File: config.mk
export PLATFORM = sky130hd
export DESIGN_NAME = vga_text_render
export DESIGN_NICKNAME = d
export VERILOG_FILES = /design/src/rtl/vga_pkg.sv /design/src/rtl/vga_palette.sv /design/src/rtl/vga_text_render.sv
export SDC_FILE = /design/constraint.sdc
export NUM_CORES = 1
export LEC_CHECK = 0
export ABC_AREA = 1
export CORE_AREA = 2 2 77 79
export CTS_CLUSTER_DIAMETER = 40
export DETAILED_ROUTE_END_ITERATION = 8
export DIE_AREA = 0 0 79 81
export PLACE_DENSITY = 0.76
export SETUP_SLACK_MARGIN = 0.15
export SLEW_MARGIN = 20
export SYNTH_ARGS = -nofsm -noshare
export SYNTH_HDL_FRONTEND = slang
export SYNTH_SLANG_ARGS = --single-unit
File: constraint.sdc
create_clock -name i_clk -period 2.45 [get_ports i_clk]
set_input_delay 0.245 -clock i_clk [delete_from_list [all_inputs] [get_ports i_clk]]
set_output_delay 0.245 -clock i_clk [all_outputs]
set_load 0.01 [all_outputs]
File: src/rtl/vga_pkg.sv
// ---------------------------------------------------------------------------
// vga_pkg
//   Shared constants for the 80x25 text-mode renderer. It holds the screen
//   geometry, the underline-cursor start line, the attribute byte layout and
//   the 16-entry CGA palette. It also provides a lookup helper that turns a
//   palette index into a packed {R,G,B} 12-bit colour.
// ---------------------------------------------------------------------------
package vga_pkg;

    localparam int COLS    = 80;   // text columns, 8 px per cell
    localparam int ROWS    = 25;   // text rows, 16 px per cell
    localparam int CUR_TOP = 14;   // underline cursor covers glyph lines 14..15

    // Attribute byte layout: blink at bit 7, background at [6:4], foreground at [3:0]
    typedef struct packed {
        logic       blink;
        logic [2:0] bg;
        logic [3:0] fg;
    } attr_t;

    // CGA palette in {R,G,B} nibbles. Element 0 is the least-significant slice.
    localparam logic [15:0][11:0] PALETTE = {
        12'hFFF, 12'hFF5, 12'hF5F, 12'hF55,
        12'h5FF, 12'h5F5, 12'h55F, 12'h555,
        12'hAAA, 12'hA50, 12'hA0A, 12'hA00,
        12'h0AA, 12'h0A0, 12'h00A, 12'h000
    };

    function automatic logic [11:0] pal12(input logic [3:0] idx);
        return PALETTE[idx];
    endfunction

endpackage

File: src/rtl/vga_palette.sv
// ---------------------------------------------------------------------------
// vga_palette
//   Purely combinational lookup from a 4-bit colour index to 4-bit R, G and B.
//   Ports:
//     i_idx  in  4  palette index 0..15
//     o_r    out 4  red channel
//     o_g    out 4  green channel
//     o_b    out 4  blue channel
// ---------------------------------------------------------------------------
module vga_palette
    import vga_pkg::*;
(
    input  logic [3:0] i_idx,
    output logic [3:0] o_r,
    output logic [3:0] o_g,
    output logic [3:0] o_b
);

    assign {o_r, o_g, o_b} = pal12(i_idx);

endmodule

File: src/rtl/vga_text_render.sv
// ---------------------------------------------------------------------------
// vga_text_render
//   80x25 text-mode pixel generator for the 640x400 visible window. It uses
//   a three-stage pipeline:
//     - the cell address goes to video RAM;
//     - the char and line go to font ROM;
//     - the glyph bit goes through the palette to the RGB register.
//   The RAMs return data in the cycle after their (registered) address, so
//   pixel output lags the X/Y inputs by exactly three clock edges.
//   Ports:
//     i_clk        in  1   pixel clock
//     i_rst        in  1   synchronous active-high reset
//     i_de         in  1   X/Y inside the visible window
//     i_x          in  10  pixel column 0..639
//     i_y          in  10  pixel line 0..399
//     i_frame      in  1   once-per-frame pulse, advances blink counter
//     i_cursor     in  11  cursor cell index row*80+col
//     i_cursor_en  in  1   cursor enable
//     o_vram_a     out 11  video RAM cell address
//     i_vram_d     in  16  {attr, char} for o_vram_a
//     o_font_a     out 12  {char, glyph line}
//     i_font_d     in  8   glyph row, bit 7 leftmost
//     o_pix_r/g/b  out 4   pixel colour
//     o_de_out     out 1   i_de delayed to align with o_pix_*
// ---------------------------------------------------------------------------
module vga_text_render
    import vga_pkg::*;
(
    input  logic        i_clk,
    input  logic        i_rst,
    input  logic        i_de,
    input  logic [9:0]  i_x,
    input  logic [9:0]  i_y,
    input  logic        i_frame,
    input  logic [10:0] i_cursor,
    input  logic        i_cursor_en,
    output logic [10:0] o_vram_a,
    input  logic [15:0] i_vram_d,
    output logic [11:0] o_font_a,
    input  logic [7:0]  i_font_d,
    output logic [3:0]  o_pix_r,
    output logic [3:0]  o_pix_g,
    output logic [3:0]  o_pix_b,
    output logic        o_de_out
);

    // Cell index row*80 + col as a shift-add. Bit 9 of Y is always 0 inside the
    // 400-line window, so using Y[9:4] as the row gives the same address.
    logic [10:0] w_row;
    logic [10:0] w_cell;
    logic        w_hit;

    assign w_row  = {5'd0, i_y[9:4]};
    assign w_cell = (w_row << 6) + (w_row << 4) + {4'd0, i_x[9:3]};
    assign w_hit  = i_cursor_en && (w_cell == i_cursor);

    logic [4:0]  r_frame_cnt;

    logic        r_vld_p0;
    logic [2:0]  r_xph_p0;
    logic [3:0]  r_line_p0;
    logic        r_hit_p0;

    logic        r_vld_p1;
    logic [2:0]  r_xph_p1;
    logic        r_cur_p1;
    attr_t       r_attr_p1;

    logic        w_bit;
    logic [3:0]  w_idx;
    logic [3:0]  w_r;
    logic [3:0]  w_g;
    logic [3:0]  w_b;

    // Index priority: cursor underline, then blink-to-background, then glyph bit.
    always_comb begin
        w_bit = i_font_d[3'd7 - r_xph_p1];
        w_idx = w_bit ? r_attr_p1.fg : {1'b0, r_attr_p1.bg};
        if (r_attr_p1.blink && r_frame_cnt[4]) begin
            w_idx = {1'b0, r_attr_p1.bg};
        end
        if (r_cur_p1 && !r_frame_cnt[3]) begin
            w_idx = r_attr_p1.fg;
        end
    end

    vga_palette u_palette (
        .i_idx (w_idx),
        .o_r   (w_r),
        .o_g   (w_g),
        .o_b   (w_b)
    );

    always_ff @(posedge i_clk) begin
        if (i_rst) begin
            r_frame_cnt <= '0;
            o_vram_a    <= '0;
            r_vld_p0    <= 1'b0;
            r_xph_p0    <= '0;
            r_line_p0   <= '0;
            r_hit_p0    <= 1'b0;
            o_font_a    <= '0;
            r_vld_p1    <= 1'b0;
            r_xph_p1    <= '0;
            r_cur_p1    <= 1'b0;
            r_attr_p1   <= '0;
            o_pix_r     <= '0;
            o_pix_g     <= '0;
            o_pix_b     <= '0;
            o_de_out    <= 1'b0;
        end else begin
            if (i_frame) begin
                r_frame_cnt <= r_frame_cnt + 5'd1;
            end

            // Stage 0: cell address out to video RAM, capture pixel position
            o_vram_a  <= w_cell;
            r_vld_p0  <= i_de;
            r_xph_p0  <= i_x[2:0];
            r_line_p0 <= i_y[3:0];
            r_hit_p0  <= w_hit;

            // Stage 1: glyph address out to font ROM, capture attribute
            o_font_a  <= {i_vram_d[7:0], r_line_p0};
            r_attr_p1 <= attr_t'(i_vram_d[15:8]);
            r_vld_p1  <= r_vld_p0;
            r_xph_p1  <= r_xph_p0;
            r_cur_p1  <= r_hit_p0 && (r_line_p0 >= 4'(CUR_TOP));

            // Stage 2: colour out, blanked outside the visible window
            o_pix_r  <= r_vld_p1 ? w_r : 4'h0;
            o_pix_g  <= r_vld_p1 ? w_g : 4'h0;
            o_pix_b  <= r_vld_p1 ? w_b : 4'h0;
            o_de_out <= r_vld_p1;
        end
    end

endmodule

==> run summary <==
Hold path endpoint = r_xph_p1[1]
Fin Clk Skew = 1.60 ps
Seq cells post-synth = 56
PortBufs = 95
P_leak = 1.68 nW
Largest net degree at the start of global routing = 46
Number of flops mapped to enable cells by yosys = 0
CTS max path bufs = 2
Vias in the first global route = 1895
Internal = 1.47 mW
Async SR Flop Fraction = 0
Die W = 79 µm
Sequential share of the synthesized area = 0.480
Reg2reg setup slack = 1090 ps
Min cycle time layout = 2130 ps
Final Max Tran Viols = 0
Mapped Nets = 370
CTS tree = done
R2R Path Start = r_xph_p1[0]
CTS Sinks = 56
Die height = 81 µm
Synth area leader = dfxtp_1
Worst-path clk slew = 90 ps
I/O pin cnt = 96
CP Launch Point = i_x[8]
Hold Path Depth = 2
Via count = 2038
Residual DRC count = 0
GP Congestion = 0.845
Primary FF master, synth = dfxtp_1
Share of the synthesized area in the top cell type = 0.480
Synth top area cells = dfxtp_1 48%, inv_1 10%, nor2_1 8.8%
Most frequent cells in the layout = 91 x clkdlybuf4s50_1, 61 x inv_1, 56 x dfxtp_1
Mean area per synthesized cell = 7.87 µm²
Final Setup Violations = 0
Row cnt = 28
Root buf cell = clkbuf_8
Area growth syn-to-layout = 50.3%
WHS = 405 ps
Diode count = 0
Final Hold Vio Count = 0
Global-route usage over all layers = 0.156
CP Data Required Time = 2700 ps
Max Fclk = 0.469 GHz
CTS Hold Bufs = 0
Worst Hold Class = reg2reg
Power density over the cells = 555 mW/mm²
Core area = 0.00568 mm²
Slew headroom = 0.703
First-pass GRT wire length = 7.70 mm
CP arrival = 2380 ps
H-tree depth = 2
Setup TNS = 0 ps
Fin nets = 469
Initial antenna violation count = 0
Final WL = 4.82 mm
Switching part of the total = 0.246
Clk network pwr share = 0.268
CTS Buf Count = 5
Worst skew pair latency = 300 ps
Sequential power share = 0.502
Final period util = 0.870
Post-Syn Instances = 297
RSZ-0062 raised after global routing = false
Wire per inst = 10.2 µm
Synth Warn # = 0
R2R cell count = 11
Die area = 0.00640 mm²
Critical R2R Capture = o_pix_g[3]
Worst hold start = r_xph_p0[1]
CP max FO = 2
Status = completed
DR pass1 iterations = 4
Antenna Nets Post-Route = 0
Yosys cell types = 30
Initial Util = 0.412
Max Cap Violations = 0
DP Wirelength = 3.87 mm
Cell Area, Synth = 0.00234 mm²
Commonest non-fill, non-tap cell in the layout = clkdlybuf4s50_1
IR drop worst, VDD = 248 µV
GRT overflow = 0
Psw = 0.479 mW
Layout cell share with drive strength beyond 1 = 0.101
Initial DRC Count = 39
Fillers = 511
CP endpoint kind = flop
Combinational power share = 0.230
Average vias per placed instance = 4.33
Worst slew pin tran = 445 ps
Crit path launch type = primary input
CP Class = in2reg
[timing repair]
action	4_1_cts	5_1_grt
gates resized for setup	0	14
setup endpoints to repair	1	2
pin swaps	3	10
gates cloned	0	0
hold endpoints to repair	0	0
setup buffers	0	0
[critical path, stage by stage]
cell and delay [ps]:
clkdlybuf4s50_1 460, ha_1 230, ha_2 200, fa_2 560, xnor2_2 110, nand2_1 70, nor3_2 140, nand3_1 90
nor2_1 110, nand3_1 70, nor2_1 90
[cells by family after synthesis]
| family | count (synthesis) | share of synthesized area |
|---|---|---|
| AND/OR/NAND/NOR | 125 | 0.241 |
| buffers and inverters | 80 | 0.140 |
| flip-flops | 56 | 0.480 |
| AO/OA/AOI/OAI | 16 | 0.0364 |
| adder cells (fa/ha/maj) | 13 | 0.0761 |
| XOR/XNOR | 7 | 0.0262 |
[power by group through the flow]
stage | clock (mW) | combinational [mW] | sequential (mW)
6_report | 0.523 | 0.448 | 0.978
5_1_grt | 0.575 | 0.499 | 0.983
4_1_cts | 0.538 | 0.435 | 0.979
3_5_place_dp | 0 | 0.434 | 0.999
3_3_place_gp | 0 | 0.425 | 0.999
2_1_floorplan | 0 | 0.196 | 1.01
[final cells by class]
type	instances	area [µm²]	area share
Tap cell	75	93.8	0.0267
Sequential cell	56	1120	0.319
Multi-Input combinational cell	161	917	0.261
Timing Repair Buffer	104	1030	0.293
Inverter	68	255	0.0727
Clock buffer	7	96.3	0.0274
[per-stage QoR]
| step | std cells | util | setup WS, ps | power (mW) | cell area, µm² |
|---|---|---|---|---|---|
| finish | 471 | 0.619 | 317 | 1.95 | 3510 |
| global route | 471 | 0.619 | 154 | 2.06 | 3510 |
| global placement | 464 | 0.595 | -200 | 1.42 | 3380 |
| detailed placement | 464 | 0.595 | -250 | 1.43 | 3380 |
| CTS | 471 | 0.612 | 172 | 1.95 | 3470 |
| floorplan | 297 | - | 343 | 1.21 | 2340 |
[registers in the layout, indices dropped and copies added (netlist names), 3 cells and up]
name         cells
o_font_a        12
o_vram_a        11
r_attr_p1        8
r_frame_cnt      5
r_line_p0        4
r_xph_p0         3
r_xph_p1         3
[worst max-delay path by stage]
stage	end	slack (ps)	cells after the start
after floorplan	r_hit_p0	340	11
after global placement	r_hit_p0	-200	12
after detailed placement	r_hit_p0	-250	12
after CTS	r_hit_p0	170	12
after global routing	r_hit_p0	150	11
final	r_hit_p0	320	11
[metal layers]
metal,track usage,share of wire,wire length [µm],vias to the layer above
li1,-,-,-,1067
met1,0.152,0.38,1830,909
met2,0.311,0.55,2670,52
met3,0.0333,0.043,207,10
met4,0.0759,0.024,118,0
met5,0,0,0,-
[synth_stat cells (2+ instances only)]
cell / n
ha_1: 11
nand3_1: 16
nand2_1: 34
a21oi_1: 8
nor2_2: 2
xnor2_1: 6
inv_2: 3
dfxtp_1: 56
buf_4: 7
fa_1: 2
inv_1: 65
nor3_1: 4
nor2_1: 55
nand4_1: 2
nand2_2: 4
o21ai_0: 5
buf_1: 4
No activity file was read; power rests on OpenSTA's default activity.
